**src/rtl/relay_coil_driver.sv**
```systemverilog
// relay_coil_driver
//   Coil-drive sequencer for the relay switch macro. A level request is turned
//   into full-on pull-in, then reduced-duty PWM hold, then a guarded release
//   with a minimum coil-off time.
//
// Ports
//   clk        in   rising-edge clock
//   rst_n      in   asynchronous active-low reset
//   req        in   level request, 1 = relay closed requested
//   force_off  in   immediate release, overrides req in every state
//   coil_drv   out  registered coil control (1 = energise)
//   closed     out  registered, contact considered closed (HOLD)
//   busy       out  registered, 1 in PULLIN or RELEASE
//   fault      out  registered sticky watchdog trip
//
// Configuration macro
//   RELAY_DRV_WDOG_EN  enables the HOLD-duration watchdog; when undefined,
//                      fault is tied to 0 and HOLD is unbounded.

module relay_coil_driver #(
  parameter int unsigned CNT_W        = 16,
  parameter int unsigned PULLIN_CYC   = 100,
  parameter int unsigned HOLD_PERIOD  = 10,
  parameter int unsigned HOLD_DUTY    = 4,
  parameter int unsigned RELEASE_CYC  = 50,
  parameter int unsigned MAX_HOLD_CYC = 1000
) (
  input  logic clk,
  input  logic rst_n,
  input  logic req,
  input  logic force_off,
  output logic coil_drv,
  output logic closed,
  output logic busy,
  output logic fault
);

  typedef enum logic [1:0] {
    S_OFF     = 2'd0,
    S_PULLIN  = 2'd1,
    S_HOLD    = 2'd2,
    S_RELEASE = 2'd3
  } state_e;

  // Zero-length phases behave as one cycle
  localparam int unsigned PULLIN_EFF  = (PULLIN_CYC   == 0) ? 1 : PULLIN_CYC;
  localparam int unsigned RELEASE_EFF = (RELEASE_CYC  == 0) ? 1 : RELEASE_CYC;
  localparam int unsigned PERIOD_EFF  = (HOLD_PERIOD  == 0) ? 1 : HOLD_PERIOD;
  localparam int unsigned WDOG_EFF    = (MAX_HOLD_CYC == 0) ? 1 : MAX_HOLD_CYC;

  // Terminal counts: a phase of N cycles ends when its counter shows N-1
  localparam logic [CNT_W-1:0] PULLIN_LAST  = CNT_W'(PULLIN_EFF - 1);
  localparam logic [CNT_W-1:0] RELEASE_LAST = CNT_W'(RELEASE_EFF - 1);
  localparam logic [CNT_W-1:0] PWM_LAST     = CNT_W'(PERIOD_EFF - 1);
  localparam logic [CNT_W-1:0] WDOG_LAST    = CNT_W'(WDOG_EFF - 1);
  localparam logic [CNT_W-1:0] DUTY         = CNT_W'(HOLD_DUTY);
  localparam logic             HOLD_ON0     = (HOLD_DUTY != 0);

  state_e           state_q;
  logic [CNT_W-1:0] cnt_q;
  logic [CNT_W-1:0] pwm_q;
  logic             coil_q;
  logic             closed_q;
  logic             busy_q;

  logic [CNT_W-1:0] cnt_inc;
  logic [CNT_W-1:0] pwm_nxt;
  logic             release_req;
  logic             fault_blk;
  logic             wdog_trip;

  // Saturating phase counter and wrapping PWM counter
  assign cnt_inc     = (cnt_q == {CNT_W{1'b1}}) ? cnt_q : cnt_q + CNT_W'(1);
  assign pwm_nxt     = (pwm_q >= PWM_LAST) ? '0 : pwm_q + CNT_W'(1);
  assign release_req = force_off | ~req;

`ifdef RELAY_DRV_WDOG_EN
  logic [CNT_W-1:0] hold_cnt_q;
  logic             fault_q;

  assign fault_blk = fault_q;
  assign wdog_trip = (hold_cnt_q >= WDOG_LAST);
  assign fault     = fault_q;

  // Watchdog: counts HOLD cycles, trips sticky fault, clears in OFF with req=0
  always_ff @(posedge clk or negedge rst_n) begin
    if (!rst_n) begin
      hold_cnt_q <= '0;
      fault_q    <= 1'b0;
    end else begin
      case (state_q)
        S_OFF: begin
          hold_cnt_q <= '0;
          if (!req) fault_q <= 1'b0;
        end
        S_HOLD: begin
          if (!release_req && wdog_trip) fault_q <= 1'b1;
          if (hold_cnt_q != {CNT_W{1'b1}}) hold_cnt_q <= hold_cnt_q + CNT_W'(1);
        end
        default: hold_cnt_q <= '0;
      endcase
    end
  end
`else
  assign fault_blk = 1'b0;
  assign wdog_trip = 1'b0;
  assign fault     = 1'b0;

  logic unused_wdog_cfg;
  assign unused_wdog_cfg = ^WDOG_LAST;
`endif

  // Sequencer: state, phase counters and registered outputs
  always_ff @(posedge clk or negedge rst_n) begin
    if (!rst_n) begin
      state_q  <= S_OFF;
      cnt_q    <= '0;
      pwm_q    <= '0;
      coil_q   <= 1'b0;
      closed_q <= 1'b0;
      busy_q   <= 1'b0;
    end else begin
      case (state_q)
        S_OFF: begin
          if (req && !force_off && !fault_blk) begin
            state_q  <= S_PULLIN;
            cnt_q    <= '0;
            coil_q   <= 1'b1;
            busy_q   <= 1'b1;
            closed_q <= 1'b0;
          end
        end

        S_PULLIN: begin
          // Release request wins over pull-in expiry
          if (release_req) begin
            state_q  <= S_RELEASE;
            cnt_q    <= '0;
            coil_q   <= 1'b0;
            closed_q <= 1'b0;
            busy_q   <= 1'b1;
          end else if (cnt_q >= PULLIN_LAST) begin
            state_q  <= S_HOLD;
            pwm_q    <= '0;
            coil_q   <= HOLD_ON0;
            closed_q <= 1'b1;
            busy_q   <= 1'b0;
          end else begin
            cnt_q <= cnt_inc;
          end
        end

        S_HOLD: begin
          if (release_req || wdog_trip) begin
            state_q  <= S_RELEASE;
            cnt_q    <= '0;
            coil_q   <= 1'b0;
            closed_q <= 1'b0;
            busy_q   <= 1'b1;
          end else begin
            pwm_q  <= pwm_nxt;
            coil_q <= (pwm_nxt < DUTY);
          end
        end

        S_RELEASE: begin
          // Inputs ignored until the minimum off time has elapsed
          if (cnt_q >= RELEASE_LAST) begin
            state_q <= S_OFF;
            busy_q  <= 1'b0;
          end else begin
            cnt_q <= cnt_inc;
          end
        end

        default: begin
          state_q  <= S_OFF;
          coil_q   <= 1'b0;
          closed_q <= 1'b0;
          busy_q   <= 1'b0;
        end
      endcase
    end
  end

  assign coil_drv = coil_q;
  assign closed   = closed_q;
  assign busy     = busy_q;

endmodule

```
**config.mk**
```make
export PLATFORM = sky130hd
export DESIGN_NAME = relay_coil_driver
export DESIGN_NICKNAME = d
export VERILOG_FILES = /design/src/rtl/relay_coil_driver.sv
export SDC_FILE = /design/constraint.sdc
export NUM_CORES = 1
export LEC_CHECK = 0
export CAP_MARGIN = 0
export CORE_MARGIN = 1
export CORE_UTILIZATION = 62
export DETAILED_ROUTE_END_ITERATION = 12
export DONT_BUFFER_PORTS = 1
export HOLD_SLACK_MARGIN = 0.1
export PLACE_DENSITY_LB_ADDON = 0.15
export SLEW_MARGIN = 20
export SYNTH_ARGS = -nofsm -noshare
export SYNTH_HDL_FRONTEND = slang
export SYNTH_SLANG_ARGS = --single-unit
export TNS_END_PERCENT = 30
```
**constraint.sdc**
```tcl
create_clock -name clk -period 3.12 [get_ports clk]
set_clock_uncertainty 0.2 [all_clocks]
set_input_delay 0.468 -clock clk [delete_from_list [all_inputs] [get_ports clk]]
set_output_delay 0.468 -clock clk [all_outputs]
set_load 0.03 [all_outputs]
```
==> results.md, run 1 <==
- MaxCap Viol Count: 0
- Share of cells above drive strength 1: 11.8%
- Vias per inst: 6.24
- PD cells: 687 nW/µm²
- Cts repair resizes: 0
- Type of the tightest min-delay check: register to register
- Layout overhead on the synthesized area: 7.20%
- Post-Place Setup Slack: 0.631 ns
- Post-synthesis sequential area ratio: a little under half
- Register share of total power: 42.7%
- Area after DPL: 2010 µm²
- Initial core utilization: between 60% and 70%
- Port bufs: 0
- Synthesized area: 1960 µm²
- Num CTS Buffers: 5
- DP HPWL: 2770 µm
- Vias: 1492
- Net count after synthesis: 202
- Leakage power: 0.962 nW
- Yosys reg bits: 37
- Switching fraction of total power: 38.3%
- Crit start category: register
- RSZ-0062 raised after global routing: false
- Worst-skew pair later-pin latency: 0.34 ns
- Crit path required time: 3.19 ns
- Root Buffer Master: clkbuf_4
- Cell accounting for the most synthesized area: dfrtp_1
- HP Start: pwm_q[8]
- Fin. max-slew vios: 0
- Peak supply drop: 0.443 mV
- Initial DRC count: 75
- Wire per inst: between 15 and 20 µm
- Design area: 2110 µm²
- Achievable Freq: 0.400 GHz
- Routed Antenna Nets: 0
- Syn. warnings: 0
- Worst path bufs/invs: 1
- Ports: 8
- Synth Flop Type: dfrtp_1
- Die area: 3400 µm²
- CP startpoint: cnt_q[1]
- Worst path max stage delay: 0.52 ns
- Crit path capture type: register
- Die Y: approximately 58 µm
- Pwr Total: 1.45 mW
- # diodes: 0
- Cell variety after synth: 47
- Reg clk slew, reported paths: between 0.1 and 0.15 ns
- Initial antenna violation count: 0
- CTS max path bufs: 2
- Least-Margin Pin Slew: 0.554 ns
- PnR worst setup slack: 0.618 ns
- Final core occ: 69.5%
- Total grt overflow: 0
- Htree depth: 2
- Critical Path Fanout Max: 9
- Clock power share: roughly a fifth
- Status: finished clean
- Post-synth EDFFs: 0
- First-pass GRT wire length: 6350 µm
- Family with the most delay on the worst path: simple AND/OR/NAND/NOR gates
- Ys async rst share: 100%
- TNS Setup: 0 ns
- Internal: 0.893 mW
- CP Cell Sequence: inv_1, ha_1, or4b_4, a31oi_4, a21oi_4, or4_1, a21oi_1
- Top cell type's share of synthesized area: 47.1%
- Top cells by area, synth: dfrtp_1 (47%), ha_1 (6.4%), nor2b_1 (4.5%), and2_1 (3.5%), a21oi_1 (2.5%)
- Die span in x: 58.3 µm
- Num Clock Sinks: 37
- Final setup viols: 0
- Synthesized instance count: 188
- GPL Wtd Cong: 0.947
- Largest net degree at the start of global routing: 38
- Total core area: 3030 µm²
- Net switching power: 0.554 mW
- CP arrival: 2.57 ns
- Fin. Hold Viols: 0
- GRT Resource Usage Total: 25.5%
- Post-Route WL: 3810 µm
- Combinational fraction of design power: 38.0%
- Critical path type: register to register
- Synth Area per Inst: approximately 10 µm²
- Final net count: approximately 210
- Start of the worst register-to-register path: cnt_q[1]
- Max_slew headroom: 62.8%
- TritonCTS clock tree: done
- DRC: 0
- FP Rows: 20
- Tmin final: 2.50 ns
- First-pass DRT Iterations: 4
- Vias in the first global route: 1458
- Final period util: 80.2%
- Slowest stage cell, crit path: or4_1
- Setup repair bufs after CTS: 0
==> logic make-up (layout without fill, tap and decap cells) <==
logic type | after synthesis | in the layout | synth area share, %
AOI/OAI and AO/OA | 44 | 44 | 16.3
adders and majority gates | 10 | 10 | 6.37
buffers and inverters | 13 | 20 | 2.99
DFF | 37 | 37 | 47.1
muxes | 8 | 8 | 4.27
other | 1 | 1 | 0.191
and+or+nand+nor | 75 | 75 | 22.7
==> sequential cells by signal (all words and copies together) (netlist names) <==
name      count
state_q       2
cnt_q        16
closed        1
pwm_q        16
busy          1
coil_drv      1
==> worst reg2reg max path, cell delays in order (launching register included) <==
cell and delay (ns):
dfrtp_1 0.41, inv_1 0.09, ha_1 0.18, or4b_4 0.49, a31oi_4 0.25, a21oi_4 0.12, or4_1 0.52, a21oi_1 0.18
==> worst paths after layout <==
| path | end | slack [ns] | depth (start not counted) |
|---|---|---|---|
| max in group asynchronous | cnt_q[0] | 2.17 | 2 |
| max reg2reg | cnt_q[3] | 0.62 | 7 |
| min in group asynchronous | cnt_q[3] | 0.36 | 2 |
| max | cnt_q[3] | 0.62 | 7 |
| min reg2reg | pwm_q[8] | 0.30 | 1 |
| min | pwm_q[8] | 0.30 | 1 |
==> power groups by stage <==
| stage | registers [mW] | logic, mW | clock network, mW |
|---|---|---|---|
| 2_1_floorplan | 0.610 | 0.431 | 0 |
| 3_3_place_gp | 0.619 | 0.501 | 0 |
| 3_5_place_dp | 0.626 | 0.536 | 0 |
| 4_1_cts | 0.616 | 0.550 | 0.292 |
| 5_1_grt | 0.624 | 0.615 | 0.313 |
| 6_report | 0.617 | 0.550 | 0.280 |
==> Yosys cell counts (all sizes together) (2+ instances only) <==
cell     number
nand4         4
dfrtp        37
nor4          4
or3b          2
inv           8
nand2b        2
nor3          3
and3          3
mux2          3
or4           5
o22ai         2
mux2i         5
a21oi        11
ha           10
o21ai         7
buf           4
a31oi         4
and2         11
o2111ai       4
nor2          6
nor2b        14
nand3         9
nand2         7
o31ai         5
==> stage by stage <==
step | hold slack, ns | cells
after floorplan | -0.0276 | 188
after global placement | -0.0269 | 229
after detailed placement | -0.0268 | 229
after CTS | 0.300 | 239
after global routing | 0.318 | 239
final | 0.303 | 239
==> per-layer routing <==
metal / routed length [µm] / GRT usage (%)
met3: 158 / 7.69
met2: 1950 / 39.9
met4: 35 / 10.5
met1: 1670 / 33.2
met5: 0 / 0
==> what timing repair did <==
| item | CTS | global route |
|---|---|---|
| hold buffers | 2 | 0 |
| setup endpoints to repair | 0 | 0 |
| endpoints found under the hold margin | 37 | 0 |
==> cell type report <==
type,instances,area (µm²)
Multi-Input combinational cell,138,980
Sequential cell,37,926
Fill cell,224,922
Clock buffer,7,65.1
Tap cell,44,55.1
Timing Repair Buffer,4,45.0
Inverter,8,30.0
Clock inverter,1,5.00
==> cell usage in the layout (no fill, tap or decap), types with 2 or more instances in the layout <==
cell type and n:
nor3_1 3, clkbuf_8 2, nand4_1 4, and3_1 2, ha_1 10, nand2_1 7, a21oi_1 10, nor4_1 4
o22ai_1 2, o21ai_0 6, a31oi_1 3, or3b_2 2, dfrtp_1 37, o31ai_1 5, and2_1 11, nand2b_1 2
nand3_1 9, or4_1 5, mux2i_1 5, clkbuf_4 5, o2111ai_1 4, buf_4 2, inv_1 8, mux2_2 3
nor2b_1 14, nor2_1 6
Power figures use the tool's default switching activity.
==> inputs of run 2 (changes only) <==
--- a/config.mk
+++ b/config.mk
@@ -5,9 +5,10 @@
 export SDC_FILE = /design/constraint.sdc
 export NUM_CORES = 1
 export LEC_CHECK = 0
+export ABC_AREA = 1
 export CAP_MARGIN = 0
 export CORE_MARGIN = 1
-export CORE_UTILIZATION = 62
+export CORE_UTILIZATION = 57
 export DETAILED_ROUTE_END_ITERATION = 12
 export DONT_BUFFER_PORTS = 1
 export HOLD_SLACK_MARGIN = 0.1
==> constraint.sdc (replaced) <==
create_clock -name clk -period 2 [get_ports clk]
set_clock_uncertainty 0.2 [all_clocks]
set_input_delay 0.3 -clock clk [delete_from_list [all_inputs] [get_ports clk]]
set_output_delay 0.3 -clock clk [all_outputs]
set_load 0.03 [all_outputs]
==> results.md, run 2 <==
- Initial DRC count: 95
- Register share of total power: slightly below 40%
- Post-synth EDFFs: 0
- # diodes: 0
- Internal: between 1.5 and 2 mW
- First-pass DRT Iterations: 5
- Vias: 1648
- Crit path required time: 1.99 ns
- Yosys reg bits: 37
- Synthesized area: 2150 µm²
- Critical Path Fanout Max: 10
- Top cell type's share of synthesized area: 43.0%
- Area occupied by registers: 926 µm²
- First-pass GRT wire length: roughly 7000 µm
- Worst-skew pair later-pin latency: around 0.29 ns
- MaxCap Viol Count: 0
- Ports: 8
- Cell accounting for the most synthesized area: dfrtp_1
- Commonest non-fill, non-tap cells in the layout: nand2_1 (84), nor2_1 (37), dfrtp_1 (37)
- Initial core utilization: between 60 and 70%
- Synthesized instance count: between 200 and 300
- Critical path type: register to register
- Most frequent cells after synthesis: nand2_1 (84), dfrtp_1 (37), nor2_1 (37), inv_1 (35), nand3_1 (22)
- Post-Place Setup Slack: 0.0941 ns
- Biggest registers after layout: cnt_q: 16 flops, pwm_q: 16 flops, state_q: 2 flops
- Htree depth: 2
- Switching fraction of total power: 38.8%
- Die Y: approximately 63 µm
- HP Start: force_off
- Status: finished clean
- Layout overhead on the synthesized area: 9.59%
- Final setup viols: 0
- Share of cells above drive strength 1: between 15 and 20%
- Root Buffer Master: clkbuf_8
- Syn. warnings: 0
- Synth Flop Type: dfrtp_1
- Largest net degree at the start of global routing: 38
- Fin. Hold Viols: 0
- Routed Antenna Nets: 0
- Port bufs: 0
- Vias per inst: 4.83
- GR peak layer: met2
- Final period util: ~94%
- Multi-input combinational cell area: 1010 µm²
- Top cells by area, synth: dfrtp_1 (43%), nand2_1 (15%), nor2_1 (6.5%), inv_1 (6.1%), ha_1 (5.8%)
- RSZ-0062 raised after global routing: true
- Vias in the first global route: about 1700
- Met2 global-route usage: 38.2%
- Die span in x: ~63 µm
- TritonCTS clock tree: done
- R2r worst-path depth: 10
- TNS Setup: 0 ns
- Total core area: 3470 µm²
- Crit start category: register
- PnR worst setup slack: 0.115 ns
- Initial antenna violation count: 0
- CP startpoint: cnt_q[0]
- Total grt overflow: 0
- DP HPWL: 2760 µm
- Num Clock Sinks: 37
- Die area: 4030 µm²
- Type of the tightest min-delay check: input port to register
- CP arrival: 1.87 ns
- GPL Wtd Cong: roughly 0.83
- CP endpoint: cnt_q[6]
- Met1 Resource Use GR: between 20% and 30%
- Crit path capture type: register
- GRT Resource Usage Total: 22.7%
- Synth Area per Inst: 7.55 µm²
- Fillers: 303
- Clock power share: around a quarter
- R2R Setup Slk: 0.12 ns
- Ys async rst share: 100%
- Cell variety after synth: 29
- Fin. max-slew vios: 0
- Most frequent cell after synthesis: nand2_1
- PD cells: between 1000 and 1500 nW/µm²
- FP Rows: 21
- Reg clk slew, reported paths: around 0.070 ns
- Wire per inst: 11.5 µm
- Combinational fraction of design power: a little under two fifths
- Final net count: 308
- Tmin final: around 1.9 ns
- DRC: 0
- Start of the worst register-to-register path: cnt_q[0]
- Num CTS Buffers: 5
- Post-Route WL: 3910 µm
- Post-synthesis sequential area ratio: a little over two fifths
- Achievable Freq: 0.531 GHz
- CTS max path bufs: 2
- Peak supply drop: a little over 0.8 mV
- Leakage power: roughly 1.3 nW
- Net switching power: 1.10 mW
- Met3 Usage GRT: 5.25%
- Most common cell after layout, fill and taps aside: nand2_1
- Net count after synthesis: ~300
- Worst r2r dst: cnt_q[6]
==> run 2: cell families after synthesis <==
| family | count (synthesis) | synth area share [%] |
|---|---|---|
| buffers and inverters | 52 | 10.2 |
| XOR/XNOR | 5 | 2.04 |
| flip-flops | 37 | 43.0 |
| AO/OA/AOI/OAI | 9 | 2.38 |
| adder cells (fa/ha/maj) | 10 | 5.81 |
| other | 1 | 0.174 |
| AND/OR/NAND/NOR | 171 | 36.3 |
==> run 2: worst min path at each step <==
stage	to	cells after the start
after floorplan	busy	0
after global placement	cnt_q[10]	0
after detailed placement	cnt_q[11]	0
after CTS	closed	5
after global routing	closed	5
final	closed	5
==> run 2: layer usage <==
metal  up-vias  wire length (µm)  part of all wire (%)
met5         -                 0                     0
met4         0                54                   1.4
met3         7               135                   3.5
met2        19              1830                    47
met1       748              1900                    48
li1        874                 -                     -
==> run 2: final cells by class <==
class	instances	area share, %
clock buffers	7	3.66
inverters	47	7.48
flip-flops and latches	37	39.3
clock inverters	1	1.27
repair buffers	7	3.02
multi-input cells	196	42.9
well taps	46	2.44
==> run 2: worst max-delay path: stages, from the launching register on <==
cell and delay (ns):
dfrtp_1 0.42, ha_1 0.27, nor2_1 0.10, nand2_1 0.06
nand3_1 0.10, nand3_2 0.09, nand2_4 0.11, nand3b_4 0.14
buf_6 0.19, nand2_4 0.06, nand2_2 0.05
==> run 2: power groups by stage <==
stage | logic (mW) | clock network, mW | registers, mW
3_3_place_gp | 0.986 | 0 | 1.12
5_1_grt | 1.22 | 0.710 | 1.14
2_1_floorplan | 0.836 | 0 | 1.11
6_report | 1.04 | 0.674 | 1.11
4_1_cts | 1.04 | 0.686 | 1.11
3_5_place_dp | 1.01 | 0 | 1.13
==> run 2: per-stage QoR <==
| stage | cells | cell area (µm²) | hold slack (ns) | util, % | total power [mW] |
|---|---|---|---|---|---|
| finish | 341 | 2360 | 0.162 | 68.0 | 2.83 |
| global route | 341 | 2360 | 0.204 | 68.0 | 3.07 |
| CTS | 341 | 2350 | 0.154 | 67.7 | 2.84 |
| detailed placement | 331 | 2200 | -0.195 | 63.5 | 2.14 |
| global placement | 331 | 2200 | -0.195 | 63.5 | 2.11 |
| floorplan | 285 | 2150 | -0.196 | - | 1.94 |
==> run 2: timing repair <==
item | 4_1_cts | 5_1_grt
hold buffers | 2 | 0
gates resized for setup | 0 | 2
buffers inserted | 0 | 0
endpoints found under the hold margin | 37 | 0
endpoints found under the setup margin | 0 | 14
